--- src/rtl/usb_transaction_controller.sv ---
// USB endpoint transaction sequencer: reacts to decoded RX tokens, launches TX
// packets from the software TX-control register and abandons stalled handshakes.
module usb_transaction_controller #(
   parameter int unsigned TIMEOUT_CYC = 255,
   parameter int unsigned OCC_W       = 7
) (
   input  logic             clk,
   input  logic             n_rst,
   input  logic [2:0]       rx_packet,
   input  logic             rx_data_ready,
   input  logic             rx_error,
   input  logic             tx_transfer_active,
   input  logic             tx_error,
   input  logic [OCC_W-1:0] buffer_occupancy,
   input  logic [1:0]       tx_ctrl,
   output logic [1:0]       tx_packet,
   output logic             tx_start,
   output logic             clear_tx_control,
   output logic             d_mode,
   output logic             xfer_done,
   output logic             timeout,
   output logic             xfer_err,
   output logic [2:0]       ctrl_state
);

   localparam int unsigned CNT_W = $clog2(TIMEOUT_CYC + 1);

   localparam logic [2:0] RX_DATA = 3'd0;
   localparam logic [2:0] RX_IN   = 3'd1;
   localparam logic [2:0] RX_OUT  = 3'd2;
   localparam logic [2:0] RX_ACK  = 3'd3;

   localparam logic [1:0] TXC_NONE = 2'd0;
   localparam logic [1:0] TXC_DATA = 2'd1;
   localparam logic [1:0] TXC_NAK  = 2'd3;

   typedef enum logic [2:0] {
      IDLE     = 3'd0,
      IN_WAIT  = 3'd1,
      TX_SEND  = 3'd2,
      TX_BUSY  = 3'd3,
      WAIT_ACK = 3'd4,
      OUT_DATA = 3'd5
   } state_t;

   state_t           state, state_nxt;
   logic [CNT_W-1:0] cnt, cnt_nxt;
   logic [1:0]       pid, pid_nxt;
   logic             seen_active, seen_nxt;
   logic             start_nxt, done_nxt, timeout_nxt, err_nxt;
   logic             cnt_expired;
   logic             tx_owned_nxt;

   assign cnt_expired  = (cnt == CNT_W'(TIMEOUT_CYC - 1));
   assign tx_owned_nxt = (state_nxt == TX_SEND) || (state_nxt == TX_BUSY);
   assign ctrl_state   = state;

   // Next-state and pulse decode; an arriving packet always beats timeout expiry.
   always_comb begin
      state_nxt   = state;
      pid_nxt     = pid;
      seen_nxt    = seen_active;
      start_nxt   = 1'b0;
      done_nxt    = 1'b0;
      timeout_nxt = 1'b0;
      err_nxt     = 1'b0;
      cnt_nxt     = cnt;

      case (state)
         IDLE: begin
            if (rx_data_ready && rx_packet == RX_IN) begin
               state_nxt = IN_WAIT;
            end else if (rx_data_ready && rx_packet == RX_OUT) begin
               state_nxt = OUT_DATA;
            end
         end
         IN_WAIT: begin
            if (tx_ctrl != TXC_NONE) begin
               state_nxt = TX_SEND;
               start_nxt = 1'b1;
               // Nothing buffered to send: answer the IN with NAK instead of DATA.
               pid_nxt   = (tx_ctrl == TXC_DATA && buffer_occupancy == '0) ? TXC_NAK : tx_ctrl;
            end else if (cnt_expired) begin
               state_nxt   = IDLE;
               timeout_nxt = 1'b1;
            end
         end
         TX_SEND: begin
            state_nxt = TX_BUSY;
            seen_nxt  = 1'b0;
         end
         TX_BUSY: begin
            if (tx_transfer_active) begin
               seen_nxt = 1'b1;
            end
            if (tx_error) begin
               state_nxt = IDLE;
               err_nxt   = 1'b1;
            end else if (seen_active && !tx_transfer_active) begin
               if (pid == TXC_DATA) begin
                  state_nxt = WAIT_ACK;
               end else begin
                  state_nxt = IDLE;
                  done_nxt  = 1'b1;
               end
            end
         end
         WAIT_ACK: begin
            if (rx_data_ready) begin
               state_nxt = IDLE;
               done_nxt  = (rx_packet == RX_ACK);
               err_nxt   = (rx_packet != RX_ACK);
            end else if (cnt_expired) begin
               state_nxt   = IDLE;
               timeout_nxt = 1'b1;
            end
         end
         OUT_DATA: begin
            if (rx_data_ready) begin
               state_nxt = IDLE;
               done_nxt  = (rx_packet == RX_DATA) && !rx_error;
               err_nxt   = (rx_packet != RX_DATA) || rx_error;
            end else if (cnt_expired) begin
               state_nxt   = IDLE;
               timeout_nxt = 1'b1;
            end
         end
         default: begin
            state_nxt = IDLE;
         end
      endcase

      if (state_nxt != state) begin
         cnt_nxt = '0;
      end else if ((state == IN_WAIT || state == WAIT_ACK || state == OUT_DATA) && cnt != '1) begin
         cnt_nxt = cnt + CNT_W'(1);
      end
   end

   // State, counter and registered outputs.
   always_ff @(posedge clk) begin
      if (!n_rst) begin
         state            <= IDLE;
         cnt              <= '0;
         pid              <= TXC_NONE;
         seen_active      <= 1'b0;
         tx_packet        <= TXC_NONE;
         tx_start         <= 1'b0;
         clear_tx_control <= 1'b0;
         d_mode           <= 1'b0;
         xfer_done        <= 1'b0;
         timeout          <= 1'b0;
         xfer_err         <= 1'b0;
      end else begin
         state            <= state_nxt;
         cnt              <= cnt_nxt;
         pid              <= pid_nxt;
         seen_active      <= seen_nxt;
         tx_packet        <= tx_owned_nxt ? pid_nxt : TXC_NONE;
         tx_start         <= start_nxt;
         clear_tx_control <= start_nxt;
         d_mode           <= tx_owned_nxt;
         xfer_done        <= done_nxt;
         timeout          <= timeout_nxt;
         xfer_err         <= err_nxt;
      end
   end

endmodule

--- config.mk ---
export PLATFORM = sky130hd
export DESIGN_NAME = usb_transaction_controller
export DESIGN_NICKNAME = d
export VERILOG_FILES = /design/src/rtl/usb_transaction_controller.sv
export SDC_FILE = /design/constraint.sdc
export NUM_CORES = 1
export LEC_CHECK = 0
export ABC_AREA = 1
export CORE_MARGIN = 2
export CORE_UTILIZATION = 40
export DETAILED_ROUTE_END_ITERATION = 8
export GPL_ROUTABILITY_DRIVEN = 0
export PLACE_DENSITY = 0.68
export SYNTH_ARGS = -nofsm -noshare
export SYNTH_HDL_FRONTEND = slang
export SYNTH_SLANG_ARGS = --single-unit
--- constraint.sdc ---
create_clock -name clk -period 1.6 [get_ports clk]
set_clock_uncertainty 0.05 [all_clocks]
set_input_delay 0.24 -clock clk [delete_from_list [all_inputs] [get_ports clk]]
set_output_delay 0.24 -clock clk [all_outputs]
set_load 0.005 [all_outputs]
==> impl_results.md, run 1 <==
* P_int at 0.827 mW
* CTS root buffer: clkbuf_4
* Pin count of the biggest net entering global routing at 13
* CP Capture Type: register
* Final ANT Viol Nets at 0
* Unrepaired setup endpoints after global routing: yes
* TritonCTS clock tree: done
* Total I/O pin count at 29
* NetSw at 0.388 mW
* Worst Max-Slew Pin Slew at between 300 and 400 ps
* Initial antenna violation count at 0
* Pre-CTS setup slack at -119 ps
* Min Clock Period, post-route at 1530 ps
* Startpoint Class: register
* Vias in the first global route at around 1.1k
* Leak at 0.715 nW
* DIE AREA at about 3200 um^2
* Ys Warns at 0
* DRC viols at 0
* Area growth, synth to finish at 47.9%
* Area share of the largest cell type after synthesis at 0.378
* Flop pwr share at 0.474
* Req. time, crit path at 1760 ps
* Post-synth ARST share at 0
* Yosys top cell by area: dfxtp_1
* Most frequent cells in the layout: 28 x nand2_1, 25 x clkdlybuf4s50_1, 23 x inv_1
* Outcome: finished clean
* Final setup TNS at 0 ps
* Final WS setup at 72.2 ps
* Core area at 2710 um^2
* Number of port buffers at 28
* Max H-tree Level at 1
* Total wire length at 2620 um
* DP Wirelength at just under 2000 um
* Clock slew seen by the registers of the worst setup and hold paths at 120 ps
* Sw Ratio at 0.319
* Grt ovf at 0
* Total power at 1.21 mW
* Layout cells sized above 1 at 0.260
* CTS buffer count at 3
* Final hold violation count at 0
* Cts-stage hold buffer count at 0
* Post-Route Hold Slack at 458 ps
* Worst Hold Class: in -> reg
* Via Count at 1137
* Total track usage at 0.171
* Die width at 56.8 um
* Gate power share at 0.316
* Avg Cell Area, Syn at 7.05 um^2
* Gate count after technology mapping at 158
* Critical Path Fanout Max at 8
* Most common cell after layout, fill and taps aside: nand2_1
* CTS Sinks at 21
* Max-Cap Viols at 0
* Final worst path period share at 0.955
* Max IR drop VDD at a little under 0.6 mV
* Worst skew pair latency at 310 ps
* Cell Area, Placed at 1510 um^2
* Drt initial violations at 44
* Final Instance Area at 1650 um^2
* Clk network pwr share at 0.210
* Routed vias/inst at 4.84
* Worst slew margin at 0.791
* Mapped Area at ~1100 um^2
* CTS Buffer Depth at 2
* Ranking of synthesized cells by area: dfxtp_1 38%, nand2_1 11%, nor2_1 9.8%
* First-pass GRT wire length at 4400 um
* First-pass iteration count of the detailed router at 4
* Die Ht at 56.8 um
* Post-synth EDFFs at 0
* Crit Path Class: reg -> reg
* Flops & latches, synth at 21
* Antenna fix cells at 0
* Sequential share of the synthesized area at 0.378
* Most used DFF post-synth: dfxtp_1
* Dpl cells at 227
* Power Density at between 700 and 800 nW/um^2
* FMAX at 655 MHz
* Starting Density at 0.411
* Yosys cell types at 29
* Non-filler instance count after layout at 235
* Per-cell routed wire length at 11.2 um
* Fin nets at 225
* Worst path arrival time at 1690 ps
* Max-slew violations at 0
* Fin util at 0.608
* Final setup viols at 0
* Row count at 19
* Mapped Nets at approximately 180
cell usage after synthesis (2+ instances only):
| master | n |
|---|---|
| a21oi_1 | 5 |
| a22oi_1 | 2 |
| dfxtp_1 | 21 |
| ha_1 | 2 |
| inv_1 | 24 |
| nand2_1 | 33 |
| nand2_2 | 4 |
| nand3_1 | 6 |
| nand4_1 | 2 |
| nor2_1 | 29 |
| nor2_4 | 3 |
| nor3_1 | 3 |
| o21a_1 | 2 |
| o21ai_0 | 2 |
| xor2_1 | 6 |
power groups by stage:
stage / clock [mW] / combinational, mW / sequential, mW
after floorplan: 0 / 0.182 / 0.583
after global placement: 0 / 0.337 / 0.582
after detailed placement: 0 / 0.343 / 0.583
after CTS: 0.272 / 0.343 / 0.572
after global routing: 0.290 / 0.421 / 0.579
final: 0.256 / 0.383 / 0.575
timing repair:
action                                  CTS  global route
endpoints found under the setup margin    3             9
gates cloned                              0             0
hold endpoints to repair                  0             0
pin swaps                                 0            10
buffers inserted                          1             3
resized for setup                         7            26
cell type report:
type	count	area, um^2
Inverter	25	96.3
Clock inverter	1	5.00
Fill cell	260	1060
Clock buffer	3	22.5
Tap cell	31	38.8
Sequential cell	21	434
Multi-Input combinational cell	111	653
Timing Repair Buffer	43	397
kinds of logic after synthesis:
group | Yosys count | share of synthesized area
AOI/OAI and AO/OA | 14 | 0.0798
muxes | 1 | 0.00899
DFF | 21 | 0.378
and+or+nand+nor | 87 | 0.365
buffers and inverters | 26 | 0.0910
xor gates and xnor gates | 7 | 0.0551
adders and majority gates | 2 | 0.0225
state kept, by name, indices dropped and copies added (netlist names):
name	flops
xfer_err	1
d_mode	1
cnt	8
ctrl_state	3
xfer_done	1
pid	2
clear_tx_control	1
tx_packet	2
timeout	1
seen_active	1
final timing paths:
| path | end | slack (ps) | depth (start not counted) | start |
|---|---|---|---|---|
| max | cnt[0] | 70 | 13 | cnt[0] |
| min | xfer_err | 460 | 3 | tx_error |
| min reg2reg | pid[0] | 490 | 2 | pid[0] |
| max reg2reg | cnt[0] | 70 | 13 | cnt[0] |
worst max-delay path, cell delays in order (launching register included):
cell     delay (ps)
dfxtp_2         350
inv_2            70
ha_4            120
inv_1            40
nor2_2          120
nand2_1         110
nand2_2          70
nand2_2          50
nand2_2          80
nand2_1          50
nand2_1          70
nand2_2          60
nand2_4         130
nor2_1           60
per-layer routing:
metal	vias up	GRT usage	wire, um
li1	586	-	-
met1	519	0.203	1090
met2	26	0.301	1370
met3	6	0.0438	120
met4	0	0.0498	42
met5	-	0	0
Note: power is estimated with default switching activity, not from simulation.
==> run 2: changes to the inputs <==
CORE_MARGIN = 4   (was 2)
==> run 2 against run 1 <==
Net effect: global-route usage fell by 1.2 points; sequential share of layout area down 1.4 points; utilization grew 7.3 points; total power is 4.8% higher; via count rose by 2.0%; register-to-register slack worse by 20 ps; critical path depth fell by 5; first-iteration DRC count up 18%; non-clock buffer count up 5; flip-flop and latch count unchanged; worst setup slack got worse by 18 ps.
==> impl_results.md, run 2 (synthesis results as in run 1) <==
* Drt initial violations at 52 (+18%)
* Core area at 2570 um^2 (-5.3%)
* Startpoint Class: register
* Final setup viols at 0 (unchanged)
* Hold Path End: xfer_err
* Worst skew pair latency at 310 ps (about the same)
* Row count at 18 (-1)
* Register with the most flip-flops: cnt
* Cells on worst reg2reg path at 8 (-5)
* Hold path start: tx_error
* Worst reg2reg path endpoint: cnt[7]
* First-pass GRT wire length at 4370 um (-0.80%)
* Total wire length at 2880 um (+9.6%)
* DP Wirelength at 2140 um (+8.0%)
* Most frequent cells in the layout: 26 x clkdlybuf4s50_1, 23 x nand2_1, 19 x inv_1, 19 x nor2_1, 18 x buf_4
* Reg2reg setup slack at 50 ps (-20 ps)
* First-pass iteration count of the detailed router at 4 (unchanged)
* Max IR drop VDD at 0.636 mV (+9.7%)
* Worst slew margin at 0.800 (+0.00887)
* FMAX at 647 MHz (-1.1%)
* Layout cells sized above 1 at 0.349 (+0.0895)
* Min Clock Period, post-route at 1550 ps (+17.8 ps)
* Number of port buffers at 28 (unchanged)
* Leak at 0.742 nW (+3.8%)
* Per-cell routed wire length at 12.0 um (+7.7%)
* Cts-stage hold buffer count at 0 (unchanged)
* Via Count at 1160 (+2.0%)
* Unrepaired setup endpoints after global routing: yes
* DRC viols at 0 (unchanged)
* Crit Path Class: reg -> reg
* CTS Sinks at 21 (unchanged)
* Antenna fix cells at 0 (unchanged)
* Most common cell after layout, fill and taps aside: clkdlybuf4s50_1
* Total I/O pin count at 29 (unchanged)
* Total power at 1.27 mW (+4.8%)
* Worst Max-Slew Pin Slew at 292 ps (-17.3 ps)
* Starting Density at 0.434 (+0.0228)
* Final ANT Viol Nets at 0 (unchanged)
* CTS Buffer Depth at 2 (unchanged)
* Vias in the first global route at 1078 (+1.5%)
* Pin count of the biggest net entering global routing at 14 (+1)
* CP Capture Type: register
* Max H-tree Level at 1 (unchanged)
* CTS root buffer: clkbuf_4
* Final Instance Area at 1750 um^2 (+6.2%)
* Final setup TNS at 0 ps (unchanged)
* Max stage delay on crit path at 350 ps (about the same)
* Die width at 60.8 um (+7.0%)
* Critical Path Fanout Max at 6 (-2)
* Worst Hold Class: in -> reg
* Routed vias/inst at 4.85 (+0.32%)
* Max-Cap Viols at 0 (unchanged)
* Fin nets at 230 (+2.2%)
* Area growth, synth to finish at 57.0%
* Max-slew violations at 0 (unchanged)
* DIE AREA at 3690 um^2 (+15%)
* Initial antenna violation count at 0 (unchanged)
* Pre-CTS setup slack at -131 ps (-11.2 ps)
* Final worst path period share at 0.966 (+0.0111)
* Final hold violation count at 0 (unchanged)
* Final WS setup at 54.4 ps (-17.8 ps)
* Post-Route Hold Slack at 477 ps (+18.6 ps)
* Cell Area, Placed at 1530 um^2 (+1.4%)
* Outcome: finished clean
* TritonCTS clock tree: done
* Grt ovf at 0 (unchanged)
* Hold Path Cell Cnt at 3 (unchanged)
* Power Density at 728 nW/um^2 (-1.3%)
* Worst path arrival time at 1710 ps (+20 ps)
* Critical R2R Launch: cnt[0]
* Slowest CP cell: dfxtp_2
* Total track usage at 0.159 (-0.0117)
* CTS buffer count at 3 (unchanged)
* Number of flip-flops in the largest register at 8 (unchanged)
* Req. time, crit path at 1760 ps (about the same)
* Worst-path cell chain: buf_4, ha_2, inv_2, nor2_2, nand2_2, nand2_4, mux2i_1, nor2_4
* Clock slew seen by the registers of the worst setup and hold paths at 120 ps (about the same)
* Die Ht at 60.8 um (+7.0%)
run 2: cell count changes in the layout (fill, tap and decap cells not counted), moves of 3 or more:
cell / before / now
buf_4: 14 / 18
inv_1: 23 / 19
inv_2: 1 / 6
nand2_1: 28 / 23
nor2_4: 4 / 7
nand2_2: 8 / 12
run 2: power breakdown:
part	switching (mW)	internal (mW)	leakage, nW
clock	0.172	0.0953	0.0139
combinational	0.224	0.208	0.554
sequential	0.0251	0.548	0.174
total	0.421	0.851	0.742
run 2: worst max path at each step:
stage	startpoint	endpoint	slack [ps]	depth (start not counted)
6_report	cnt[0]	cnt[7]	50	8
5_1_grt	ctrl_state[0]	cnt[2]	-80	8
4_1_cts	ctrl_state[0]	ctrl_state[0]	2	2
3_5_place_dp	rx_data_ready	cnt[7]	-130	10
3_3_place_gp	tx_transfer_active	cnt[6]	-90	13
2_1_floorplan	cnt[1]	cnt[6]	220	9
run 2: area by class of cell:
type	instances	area (um^2)
Multi-Input combinational cell	111	711
Tap cell	30	37.5
Clock buffer	3	22.5
Sequential cell	21	437
Fill cell	216	820
Timing Repair Buffer	48	439
Clock inverter	1	7.51
Inverter	25	93.8
run 2: repair_timing:
item / 4_1_cts / 5_1_grt
buffers inserted: 0 / 6
pin swaps: 0 / 22
resized for setup: 4 / 48
endpoints found under the setup margin: 2 / 12
run 2: metrics by stage:
step,utilization,cells
5_1_grt,0.681,239
4_1_cts,0.609,233
3_5_place_dp,0.596,229
3_3_place_gp,0.596,229
6_report,0.681,239
2_1_floorplan,-,158
run 2: worst max-delay path, delay by kind of cell (launching register included):
family / cells / cell delay [ps]
buffers and inverters: 2 / 150
and+or+nand+nor: 4 / 400
adders and majority gates: 1 / 160
DFF: 1 / 350
muxes: 1 / 320
run 2: layer usage:
layer | global-route usage | vias to the layer above | wire length [um] | part of all wire
met5 | 0 | - | 0 | 0
met4 | 0.0372 | 0 | 34 | 0.012
met3 | 0.0660 | 4 | 212 | 0.074
met2 | 0.281 | 38 | 1400 | 0.49
met1 | 0.177 | 523 | 1230 | 0.43
li1 | - | 595 | - | -
